[config.mk]
export PLATFORM = sky130hd
export DESIGN_NAME = stage_sequencer_flat
export DESIGN_NICKNAME = d
export VERILOG_FILES = /design/src/rtl/stage_sequencer_pkg.sv /design/src/rtl/stage_sequencer_if.sv /design/src/rtl/stage_sequencer_counters.sv /design/src/rtl/stage_sequencer.sv /design/src/flat_wrapper.sv
export SDC_FILE = /design/constraint.sdc
export NUM_CORES = 1
export LEC_CHECK = 0
export ABC_CLOCK_PERIOD_IN_PS = 1300
export BUFFER_PORTS_ARGS = -buffer_cell sky130_fd_sc_hd__buf_2
export CAP_MARGIN = 15
export CORE_AREA = 2 2 39 41
export CTS_BUF_LIST = sky130_fd_sc_hd__clkbuf_4 sky130_fd_sc_hd__clkbuf_8
export DETAILED_ROUTE_END_ITERATION = 16
export DIE_AREA = 0 0 41 43
export SETUP_SLACK_MARGIN = 0.1
export SKIP_CTS_REPAIR_TIMING = 1
export SYNTH_ARGS = -nofsm -noshare
export SYNTH_HDL_FRONTEND = slang
export SYNTH_SLANG_ARGS = --single-unit
[constraint.sdc]
create_clock -name clk -period 1.3 [get_ports clk]
set_input_delay 0.13 -clock clk [delete_from_list [all_inputs] [get_ports clk]]
set_output_delay 0.13 -clock clk [all_outputs]
set_load 0.01 [all_outputs]
[src/rtl/stage_sequencer_pkg.sv]
// Shared types for the multicycle stage sequencer.
// Optional perf counters are enabled with SEQ_PERF_COUNTERS_EN.
package stage_sequencer_pkg;
    localparam int NSTAGE = 5;
    localparam int CNT_W  = 64;

    localparam int STG_FETCH  = 0;
    localparam int STG_DECODE = 1;
    localparam int STG_EXEC   = 2;
    localparam int STG_MEM    = 3;
    localparam int STG_WRITE  = 4;

    typedef logic [NSTAGE-1:0] stage_vec_t;

    typedef enum logic [2:0] {
        S_IDLE,
        S_FETCH,
        S_DECODE,
        S_EXEC,
        S_MEM,
        S_WRITE,
        S_HALT
    } seq_state_t;
endpackage

[src/rtl/stage_sequencer_if.sv]
// Enable/fin handshake bundle between the sequencer and the stages.
// Decode also reports skip_mem and halt alongside its fin.
interface stage_sequencer_if;
    import stage_sequencer_pkg::*;

    stage_vec_t stage_en;
    stage_vec_t stage_fin;
    logic       skip_mem;
    logic       halt;

    modport master (
        output stage_en,
        input  stage_fin,
        input  skip_mem,
        input  halt
    );

    modport slave (
        input  stage_en,
        output stage_fin,
        output skip_mem,
        output halt
    );
endinterface

[src/rtl/stage_sequencer_counters.sv]
// Saturating busy-cycle and retired-instruction counters.
// Instantiated only when SEQ_PERF_COUNTERS_EN is defined.
module seq_perf_counters
    import stage_sequencer_pkg::*;
(
    input  logic             clk,
    input  logic             rst,
    input  logic             cyc_inc,
    input  logic             ret_inc,
    output logic [CNT_W-1:0] cycle_cnt,
    output logic [CNT_W-1:0] instret_cnt
);
    always_ff @(posedge clk) begin
        if (rst) begin
            cycle_cnt   <= '0;
            instret_cnt <= '0;
        end else begin
            if (cyc_inc && (cycle_cnt != '1))
                cycle_cnt <= cycle_cnt + CNT_W'(1);
            if (ret_inc && (instret_cnt != '1))
                instret_cnt <= instret_cnt + CNT_W'(1);
        end
    end
endmodule

[src/rtl/stage_sequencer.sv]
// Multicycle control FSM: steps one instruction through the five stages.
// Define SEQ_PERF_COUNTERS_EN to add the cycle_cnt/instret_cnt ports.
module stage_sequencer
    import stage_sequencer_pkg::*;
(
    input  logic clk,
    input  logic rst,
    input  logic start,
    input  logic stop_req,
    input  logic stall,
    stage_sequencer_if.master sif,
    output logic busy,
    output logic halted,
    output logic inst_done
`ifdef SEQ_PERF_COUNTERS_EN
    ,
    output logic [CNT_W-1:0] cycle_cnt,
    output logic [CNT_W-1:0] instret_cnt
`endif
);
    seq_state_t state_q, state_d;
    logic       skip_q, skip_d;

    always_ff @(posedge clk) begin
        if (rst) begin
            state_q <= S_IDLE;
            skip_q  <= 1'b0;
        end else begin
            state_q <= state_d;
            skip_q  <= skip_d;
        end
    end

    always_comb begin
        state_d      = state_q;
        skip_d       = skip_q;
        sif.stage_en = '0;
        inst_done    = 1'b0;
        unique case (state_q)
            S_IDLE: begin
                if (start && !stall)
                    state_d = S_FETCH;
            end
            S_FETCH: begin
                sif.stage_en[STG_FETCH] = 1'b1;
                if (sif.stage_fin[STG_FETCH])
                    state_d = S_DECODE;
            end
            S_DECODE: begin
                sif.stage_en[STG_DECODE] = 1'b1;
                if (sif.stage_fin[STG_DECODE]) begin
                    skip_d = sif.skip_mem;
                    if (sif.halt)
                        state_d = S_HALT;
                    else if (sif.skip_mem)
                        state_d = S_WRITE;
                    else
                        state_d = S_EXEC;
                end
            end
            S_EXEC: begin
                sif.stage_en[STG_EXEC] = 1'b1;
                if (sif.stage_fin[STG_EXEC])
                    state_d = skip_q ? S_WRITE : S_MEM;
            end
            S_MEM: begin
                sif.stage_en[STG_MEM] = 1'b1;
                if (sif.stage_fin[STG_MEM])
                    state_d = S_WRITE;
            end
            S_WRITE: begin
                sif.stage_en[STG_WRITE] = 1'b1;
                if (sif.stage_fin[STG_WRITE]) begin
                    inst_done = 1'b1;
                    // stop and stall both park in IDLE; start resumes either
                    if (stop_req || stall)
                        state_d = S_IDLE;
                    else
                        state_d = S_FETCH;
                end
            end
            S_HALT: begin
                state_d = S_HALT;
            end
            default: begin
                state_d = S_IDLE;
            end
        endcase
    end

    assign busy   = (state_q != S_IDLE) && (state_q != S_HALT);
    assign halted = (state_q == S_HALT);

`ifdef SEQ_PERF_COUNTERS_EN
    seq_perf_counters u_perf (
        .clk         (clk),
        .rst         (rst),
        .cyc_inc     (busy),
        .ret_inc     (inst_done),
        .cycle_cnt   (cycle_cnt),
        .instret_cnt (instret_cnt)
    );
`endif
endmodule

[src/flat_wrapper.sv]
// flat-port wrapper written by rule: the top's interface ports become plain ports
module stage_sequencer_flat import stage_sequencer_pkg::*;
  (clk, rst, start, stop_req, stall, busy, halted, inst_done, sif_stage_en, sif_stage_fin, sif_skip_mem, sif_halt);
  stage_sequencer_if sif_i ();
  input  logic clk;
  input  logic rst;
  input  logic start;
  input  logic stop_req;
  input  logic stall;
  output logic busy;
  output logic halted;
  output logic inst_done;
  output wire logic [$bits(sif_i.stage_en)-1:0] sif_stage_en;
  input wire logic [$bits(sif_i.stage_fin)-1:0] sif_stage_fin;
  input wire logic [$bits(sif_i.skip_mem)-1:0] sif_skip_mem;
  input wire logic [$bits(sif_i.halt)-1:0] sif_halt;
  assign sif_stage_en = sif_i.stage_en;
  assign sif_i.stage_fin = sif_stage_fin;
  assign sif_i.skip_mem = sif_skip_mem;
  assign sif_i.halt = sif_halt;
  stage_sequencer u_core (.clk(clk), .rst(rst), .start(start), .stop_req(stop_req), .stall(stall), .sif(sif_i), .busy(busy), .halted(halted), .inst_done(inst_done));
endmodule
==> key figures, run 1 <==
Logic synthesis
  • Synth Cell Area: 370 um2
  • Number of synthesized flops with an enable pin: 0
  • Syn_area_per_cell: 7.72 um2
  • Share of the yosys chip area belonging to registers: 0.216
  • Share of flip-flops with an asynchronous set or reset: 0
  • Instance count of the mapped netlist: 48
  • Ys Warns: 0
  • Main synth FF type: sky130_fd_sc_hd__dfxtp_1
  • Cell variety after synth: 31
  • Synthesis-stage register bit count: 4
  • Synthesized net count: 60

Detailed routing
  • Average routed wire per standard cell: 12.8 um
  • Violation count after the first detailed-route iteration: 4
  • Via count: 493
  • Remaining routing DRC violations: 0
  • Antenna viol nets, final: 0
  • Post-Route WL: 1.25 mm
  • Iteration count of the initial detailed-routing pass: 3
  • Post-detailed-route via-to-cell ratio: 5.03

Final layout
  • Layout cell share with drive strength beyond 1: 0.671
  • Area grow syn2layout: 85.8%
  • Leading cell type in the layout, fill and taps excluded: sky130_fd_sc_hd__buf_2
  • Net count of the finished layout: 96
  • Highest-count cells in the layout ignoring fill and taps: sky130_fd_sc_hd__buf_2 (17), sky130_fd_sc_hd__buf_4 (11), sky130_fd_sc_hd__buf_6 (6)
  • Number of fill cells in the layout: 147
  • Antenna Cells: 0

Clock network
  • CTS Buf Count: 3
  • Max H-tree Level: 1
  • Deepest clock path buffer count: 2
  • Skew-Pair Late Insertion Delay: 240 ps
  • Sink count of the clock tree: 4
  • Cell at the root of the clock tree: sky130_fd_sc_hd__clkbuf_4
  • Clock transition at path regs: 40 ps
  • CTS tree: yes

Worst setup path
  • Largest incremental delay on the critical path: 360 ps
  • Startpoint types: flip-flop
  • Worst R2R Setup Slack: -90 ps
  • Worst r2r src: u_core.state_q[2]
  • Buffers and inverters on the worst path: 2
  • Worst path arrival time: 1370 ps
  • WP data required: 1170 ps
  • Cell at the slowest stage of the critical path: sky130_fd_sc_hd__dfxtp_4
  • Critical Path Sink Type: output pin
  • Cell chain of the critical path: buf_6 -> and2b_4 -> or3_1 -> buf_2
  • Worst reg-to-reg path cell count: 5
  • Largest driver fanout on the critical path: 7
  • Worst Path Class, Setup: flip-flop to output pin
  • Capturing point of the worst reg2reg path: u_core.state_q[0]
  • Critical path's top delay family: simple AND/OR/NAND/NOR gates

GRT
  • Largest net degree at the start of global routing: 11
  • Global-route wire length before repair: 1.59 mm
  • Vias in the first global route: 389
  • Overall routing resource usage: 0.136
  • Initial antenna violation count: 0
  • Grt total ovfl: 0

Worst hold path
  • Worst min-delay path category: input port to flip-flop
  • Depth of the worst hold-timing path: 2
  • Destination of the worst hold path: u_core.state_q[0]
  • Hold_sp: rst

Power
  • Power per unit of standard cell area: 1270 nW/um2
  • Power Internal: 550 uW
  • Total power: 877 uW
  • Max rail drop VDD: 0.612 mV
  • Leakage power total: 0.000311 uW
  • Power share of the clock group: 0.180
  • Switching share of power: 0.372
  • Net Sw Power: 327 uW
  • Share of power burned in combinational logic: 0.603
  • Sequential group share of total power: 0.217

Floorplan
  • Die H: 43 um
  • Die ar.: 1760 um2
  • Placeable core region: 1380 um2
  • Number of placement rows: 14
  • Starting utilization of the core area: 0.268
  • Horizontal die dimension: 41 um
  • I/O pin count: 20

STA
  • Hold Vio Cnt, Final: 0
  • Min Tclk post-route: 1500 ps
  • Count of endpoints failing setup in the final report: 6
  • Highest Clock Rate: 666 MHz
  • Setup slack after layout: -201 ps
  • Period Utilization, post-route: 1.15
  • Worst-case headroom to the max-slew limit: 0.813
  • Total count of max-transition violations in the final report: 0
  • Slew at the pin closest to its max-slew limit: 280 ps
  • Setup clock skew after layout: 2.23 ps
  • RSZ-0062 raised after global routing: yes

Placed design
  • Global placer's final weighted congestion: 0.829
  • Number of buffers inserted by port buffering: 19
  • Pre-CTS setup slack: -42.3 ps
  • DP Wirelength: 839 um

Outcome
  • Failing checks: setup timing
  • Run status: finished with violations

Flow run
  • Max-cap violation count: 0
[registers in the layout, summed over array words and instances, names as in the netlist]
register,flops
u_core.skip_q,1
u_core.state_q,3
[metal layers]
metal | routed length (um) | vias to the layer above | track usage
li1 | - | 249 | -
met1 | 499 | 227 | 0.173
met2 | 663 | 17 | 0.200
met3 | 86 | 0 | 0.0785
met4 | 0 | 0 | 0.0200
met5 | 0 | - | 0
[Yosys cell counts, drive strengths merged (2+ instances only)]
master  number  area, um2
a211oi       2       15.0
a21oi        5       25.0
and2b        2       17.5
and3         2       12.5
buf          3       23.8
dfxtp        4       80.1
nand2        2       7.51
nand2b       3       18.8
nor2         3       11.3
nor2b        2       12.5
nor3b        3       27.5
o21ai        4       23.8
o31ai        2       20.0
[power groups by stage]
stage,clock (uW),combinational [uW],sequential [uW]
floorplan,0,244,167
global placement,0,380,179
detailed placement,0,381,179
CTS,168,382,178
global route,174,577,195
finish,158,529,190
[area by class of cell]
type,instances,area (um2),share of cell area
inverter,1,6.26,0.00909
sequential,4,91.3,0.133
tap,16,20.0,0.0291
clock buffer,3,22.5,0.0327
multi-input combinational,40,313,0.455
timing repair buffer,34,235,0.342
[stage by stage]
| stage | hold slack (ps) | instances | TNS [ps] | instance area [um2] | utilization |
|---|---|---|---|---|---|
| after floorplan | 199 | 48 | 0 | 370 | - |
| after global placement | 350 | 88 | -8.15 | 522 | 0.377 |
| after detailed placement | 351 | 88 | -42.3 | 522 | 0.377 |
| final | 95.8 | 98 | -412 | 688 | 0.497 |
| after global routing | 96.4 | 98 | -731 | 688 | 0.497 |
| after CTS | 93.8 | 91 | -825 | 544 | 0.393 |
[how the worst max path moves through the flow]
stage	slack [ps]	end	start	depth (start not counted)
5_1_grt	-240	busy	u_core.state_q[2]	4
4_1_cts	-260	busy	u_core.state_q[2]	4
2_1_floorplan	70	u_core.state_q[0]	u_core.state_q[0]	4
6_report	-200	busy	u_core.state_q[2]	4
3_3_place_gp	-8	u_core.state_q[0]	u_core.state_q[2]	4
3_5_place_dp	-40	u_core.state_q[0]	u_core.state_q[2]	4
[kinds of logic (layout without fill, tap and decap cells)]
logic type             Yosys count  count (layout)  synth area share
AOI/OAI and AO/OA               15              15             0.267
buffers and inverters            4              38            0.0743
DFF                              4               4             0.216
and+or+nand+nor                 25              25             0.443
No activity file was read; power rests on OpenSTA's default activity.
==> run 2, diff against run 1 <==
--- a/config.mk
+++ b/config.mk
@@ -13,4 +13,5 @@
 export DETAILED_ROUTE_END_ITERATION = 16
 export DIE_AREA = 0 0 41 43
+export HOLD_SLACK_MARGIN = 0.02
 export SETUP_SLACK_MARGIN = 0.1
 export SKIP_CTS_REPAIR_TIMING = 1
==> constraint.sdc (replaced) <==
create_clock -name clk -period 1.3 [get_ports clk]
set_input_delay 0.26 -clock clk [delete_from_list [all_inputs] [get_ports clk]]
set_output_delay 0.26 -clock clk [all_outputs]
set_load 0.01 [all_outputs]
==> key figures, run 2 (synthesis results as in run 1) <==
Worst setup path
  • Critical Path Sink Type: output pin
  • Worst R2R Setup Slack: -60 ps
  • Cell chain of the critical path: and2b_4 -> or3_4 -> buf_6
  • Startpoint types: flip-flop
  • Worst path arrival time: 1270 ps
  • Largest incremental delay on the critical path: 360 ps
  • Capturing point of the worst reg2reg path: u_core.state_q[0]
  • Worst Path Class, Setup: flip-flop to output pin
  • Worst r2r src: u_core.state_q[2]
  • Worst reg-to-reg path cell count: 4
  • Cell at the slowest stage of the critical path: sky130_fd_sc_hd__dfxtp_4
  • Largest driver fanout on the critical path: 7
  • Capturing instance or port of the critical path: busy
  • Worst setup path startpoint: u_core.state_q[1]
  • WP data required: 1040 ps

STA
  • Slew at the pin closest to its max-slew limit: 300 ps
  • Period Utilization, post-route: 1.17
  • Setup slack after layout: -227 ps
  • Min Tclk post-route: 1530 ps
  • Count of endpoints failing setup in the final report: 9
  • Highest Clock Rate: 655 MHz
  • Total count of max-transition violations in the final report: 0
  • Worst-case headroom to the max-slew limit: 0.799
  • Setup TNS: -742 ps
  • RSZ-0062 raised after global routing: yes
  • Hold Vio Cnt, Final: 0
  • Setup clock skew after layout: 4.24 ps

Worst hold path
  • Depth of the worst hold-timing path: 2
  • Worst min-delay path category: input port to flip-flop

GRT
  • Largest net degree at the start of global routing: 10
  • GR peak layer: met2
  • Global routing met1 resource utilization: 0.163
  • Met3 routing resource usage after global routing: 0.0524
  • Global-route wire length before repair: 1.73 mm
  • Overall routing resource usage: 0.143
  • Met2 Use GR: 0.228
  • Initial antenna violation count: 0
  • Vias in the first global route: 428
  • Grt total ovfl: 0

Final layout
  • Leading cell type in the layout, fill and taps excluded: sky130_fd_sc_hd__buf_2
  • Top flop regs: u_core.state_q x3, u_core.skip_q x1
  • Layout cell share with drive strength beyond 1: 0.620
  • Area grow syn2layout: 75.7%
  • Net count of the finished layout: 93
  • Antenna Cells: 0
  • Register with the most flip-flops: u_core.state_q
  • Highest-count cells in the layout ignoring fill and taps: sky130_fd_sc_hd__buf_2 (17), sky130_fd_sc_hd__buf_4 (9), sky130_fd_sc_hd__buf_6 (5)
  • Count of non-filler cells in the finished layout: 95
  • Number of fill cells in the layout: 149
  • Number of flip-flops in the largest register: 3

Detailed routing
  • Violation count after the first detailed-route iteration: 6
  • Post-detailed-route via-to-cell ratio: 4.85
  • Post-Route WL: 1.14 mm
  • Iteration count of the initial detailed-routing pass: 2
  • Antenna viol nets, final: 0
  • Average routed wire per standard cell: 12.0 um
  • Via count: 461
  • Remaining routing DRC violations: 0

Placed design
  • DP Wirelength: 825 um
  • Post-Place Cells: 91
  • Global placer's final weighted congestion: 0.823
  • Number of buffers inserted by port buffering: 19

Clock network
  • Max H-tree Level: 1
  • Skew-Pair Late Insertion Delay: 230 ps
  • CTS tree: yes
  • Clock transition at path regs: 40 ps
  • CTS Buf Count: 3
  • Deepest clock path buffer count: 2
  • Sink count of the clock tree: 4
  • Cell at the root of the clock tree: sky130_fd_sc_hd__clkbuf_4

Floorplan
  • Placeable core region: 1380 um2
  • Die H: 43 um
  • Number of placement rows: 14
  • Horizontal die dimension: 41 um
  • I/O pin count: 20
  • Die ar.: 1760 um2
  • Starting utilization of the core area: 0.268

Flow run
  • Max-cap violation count: 0

Outcome
  • Failing checks: setup timing
  • Run status: finished with violations

Power
  • Leakage power total: 0.000292 uW
  • Power per unit of standard cell area: 1320 nW/um2
  • Max rail drop VDD: 0.473 mV
-- run 2: how the worst min path moves through the flow --
stage                       start                 to  slack (ps)
finish                        rst  u_core.state_q[0]         240
global route                  rst  u_core.state_q[0]         230
CTS                           rst  u_core.state_q[1]         230
detailed placement  u_core.skip_q      u_core.skip_q         480
global placement    u_core.skip_q      u_core.skip_q         460
floorplan                     rst      u_core.skip_q         330
-- run 2: worst max-delay path, delay by kind of cell, from the launching register on --
kind	cells	cell delay, ps
buffers and inverters	1	120
DFF	1	360
and+or+nand+nor	2	550
-- run 2: where the power goes --
group / total [uW] / internal [uW] / switching (uW)
registers: 203 / 156 / 46.7
logic: 506 / 294 / 212
clock network: 149 / 103 / 46.3
-- run 2: area by class of cell --
class	count	area, um2	share of cell area
clock buffers	3	22.5	0.0346
multi-input cells	40	302	0.463
well taps	16	20.0	0.0308
flip-flops and latches	4	91.3	0.140
inverters	1	6.26	0.00962
repair buffers	31	209	0.321
-- run 2: routing by layer --
| metal | part of all wire | up-vias |
|---|---|---|
| met5 | 0 | - |
| met1 | 0.42 | 207 |
| met2 | 0.54 | 12 |
| met4 | 0 | 0 |
| met3 | 0.037 | 0 |
| li1 | - | 242 |
-- run 2: per-stage QoR --
stage	worst slack (ps)	hold slack, ps	total power (uW)	utilization	area (um2)
after global placement	-46.4	462	584	0.397	549
after CTS	-299	234	751	0.413	572
final	-227	242	857	0.470	651
after floorplan	66.3	329	426	-	375
after global routing	-280	231	940	0.470	651
after detailed placement	-61.3	475	589	0.397	549
==> run 3, diff against run 2 <==
ABC_CLOCK_PERIOD_IN_PS = 1700   (was 1300)
clock period = 1.7 ns   (was 1.3 ns; I/O delays follow)
==> key figures, run 3 (synthesis results as in run 1) <==
Detailed routing
  • Via count: 412
  • Iteration count of the initial detailed-routing pass: 2
  • Antenna viol nets, final: 0
  • Post-Route WL: 915 um
  • Average routed wire per standard cell: 10.9 um
  • Remaining routing DRC violations: 0
  • Post-detailed-route via-to-cell ratio: 4.90
  • Violation count after the first detailed-route iteration: 3

Power
  • Power share of the clock group: 0.241
  • Power per unit of standard cell area: 987 nW/um2
  • Switching share of power: 0.381
  • Power Internal: 306 uW
  • Max rail drop VDD: 0.499 mV
  • Share of power burned in combinational logic: 0.426
  • Sequential group share of total power: 0.334
  • Net Sw Power: 188 uW
  • Leakage power total: 0.000232 uW

Final layout
  • Highest-count cells in the layout ignoring fill and taps: sky130_fd_sc_hd__buf_2 (19), sky130_fd_sc_hd__a21oi_1 (5), sky130_fd_sc_hd__nand2b_1 (3), sky130_fd_sc_hd__nor2_1 (3), sky130_fd_sc_hd__clkbuf_4 (3)
  • Area grow syn2layout: 35.1%
  • Count of non-filler cells in the finished layout: 84
  • Layout cell share with drive strength beyond 1: 0.441
  • Top flop regs: u_core.state_q x3, u_core.skip_q x1
  • Final core utilization: 0.362
  • Register with the most flip-flops: u_core.state_q
  • Antenna Cells: 0
  • Net count of the finished layout: 82
  • Number of flip-flops in the largest register: 3
  • Leading cell type in the layout, fill and taps excluded: sky130_fd_sc_hd__buf_2

Placed design
  • Number of buffers inserted by port buffering: 19
  • Pre-CTS setup slack: 224 ps
  • DP Wirelength: 731 um
  • Global placer's final weighted congestion: 0.775
  • Post-Place Cells: 81

Flow run
  • Max-cap violation count: 0

STA
  • Setup clock skew after layout: 5.64 ps
  • Slew at the pin closest to its max-slew limit: 273 ps
  • Worst Hold Margin: 321 ps
  • Worst-case headroom to the max-slew limit: 0.817
  • Hold Vio Cnt, Final: 0
  • Setup slack after layout: 121 ps
  • Count of endpoints failing setup in the final report: 0
  • Setup TNS: 0 ps
  • Total count of max-transition violations in the final report: 0
  • Highest Clock Rate: 633 MHz
  • RSZ-0062 raised after global routing: yes
  • Min Tclk post-route: 1580 ps
  • Period Utilization, post-route: 0.929

Clock network
  • Clock transition at path regs: 40 ps
  • Max H-tree Level: 1
  • Cell at the root of the clock tree: sky130_fd_sc_hd__clkbuf_4
  • Deepest clock path buffer count: 2
  • CTS tree: yes
  • Skew-Pair Late Insertion Delay: 240 ps
  • Sink count of the clock tree: 4
  • CTS Buf Count: 3

Worst setup path
  • Capturing point of the worst reg2reg path: u_core.state_q[0]
  • Worst reg-to-reg path cell count: 5
  • Startpoint types: flip-flop
  • Worst r2r src: u_core.state_q[1]
  • WP data required: 1360 ps
  • Capturing instance or port of the critical path: busy
  • Worst path arrival time: 1240 ps
  • Worst setup path startpoint: u_core.state_q[2]
  • Largest incremental delay on the critical path: 370 ps
  • Largest driver fanout on the critical path: 11
  • Cell at the slowest stage of the critical path: sky130_fd_sc_hd__dfxtp_4
  • Critical path's top delay family: simple AND/OR/NAND/NOR gates
  • Worst Path Class, Setup: flip-flop to output pin
  • Stages on worst setup path: 3
  • Worst R2R Setup Slack: 310 ps
  • Buffers and inverters on the worst path: 1
  • Critical Path Sink Type: output pin
  • Cell chain of the critical path: and2b_4 -> or3_1 -> buf_2

GRT
  • Vias in the first global route: 371
  • Overall routing resource usage: 0.126
  • Global-route wire length before repair: 1.46 mm
  • Largest net degree at the start of global routing: 18
  • Initial antenna violation count: 0
  • Grt total ovfl: 0

Outcome
  • Run status: finished clean

Worst hold path
  • Worst min-delay path category: input port to flip-flop

Floorplan
  • Horizontal die dimension: 41 um
  • Placeable core region: 1380 um2
  • Die ar.: 1760 um2
  • Starting utilization of the core area: 0.268
  • I/O pin count: 20
  • Number of placement rows: 14
  • Die H: 43 um
-- run 3: worst min path at each step --
| stage | startpoint | to | slack (ps) | cells past startpoint |
|---|---|---|---|---|
| floorplan | rst | u_core.skip_q | 410 | 1 |
| global placement | u_core.skip_q | u_core.skip_q | 460 | 2 |
| detailed placement | u_core.skip_q | u_core.skip_q | 470 | 2 |
| CTS | rst | u_core.state_q[0] | 320 | 2 |
| global route | rst | u_core.state_q[0] | 330 | 2 |
| finish | rst | u_core.state_q[0] | 320 | 2 |
-- run 3: layout make-up --
| class | instances | area (um2) |
|---|---|---|
| Clock buffer | 3 | 22.5 |
| Multi-Input combinational cell | 40 | 263 |
| Sequential cell | 4 | 88.8 |
| Timing Repair Buffer | 20 | 103 |
| Fill cell | 161 | 883 |
| Tap cell | 16 | 20.0 |
| Inverter | 1 | 3.75 |
-- run 3: stage by stage --
stage	total power (uW)	cell area, um2
final	494	500
after global routing	549	500
after CTS	498	492
after detailed placement	374	469
after global placement	371	469
after floorplan	314	370
-- run 3: power groups by stage --
stage | registers [uW] | clock network [uW] | logic [uW]
final | 165 | 119 | 210
after CTS | 159 | 126 | 214
after floorplan | 128 | 0 | 186
after global placement | 159 | 0 | 211
after detailed placement | 161 | 0 | 213
after global routing | 172 | 138 | 239
-- run 3: per-layer routing --
layer,vias up,track usage,share of wire
li1,222,-,-
met2,18,0.178,0.45
met5,-,0,0
met3,0,0.0942,0.083
met1,172,0.154,0.47
met4,0,0.0200,0
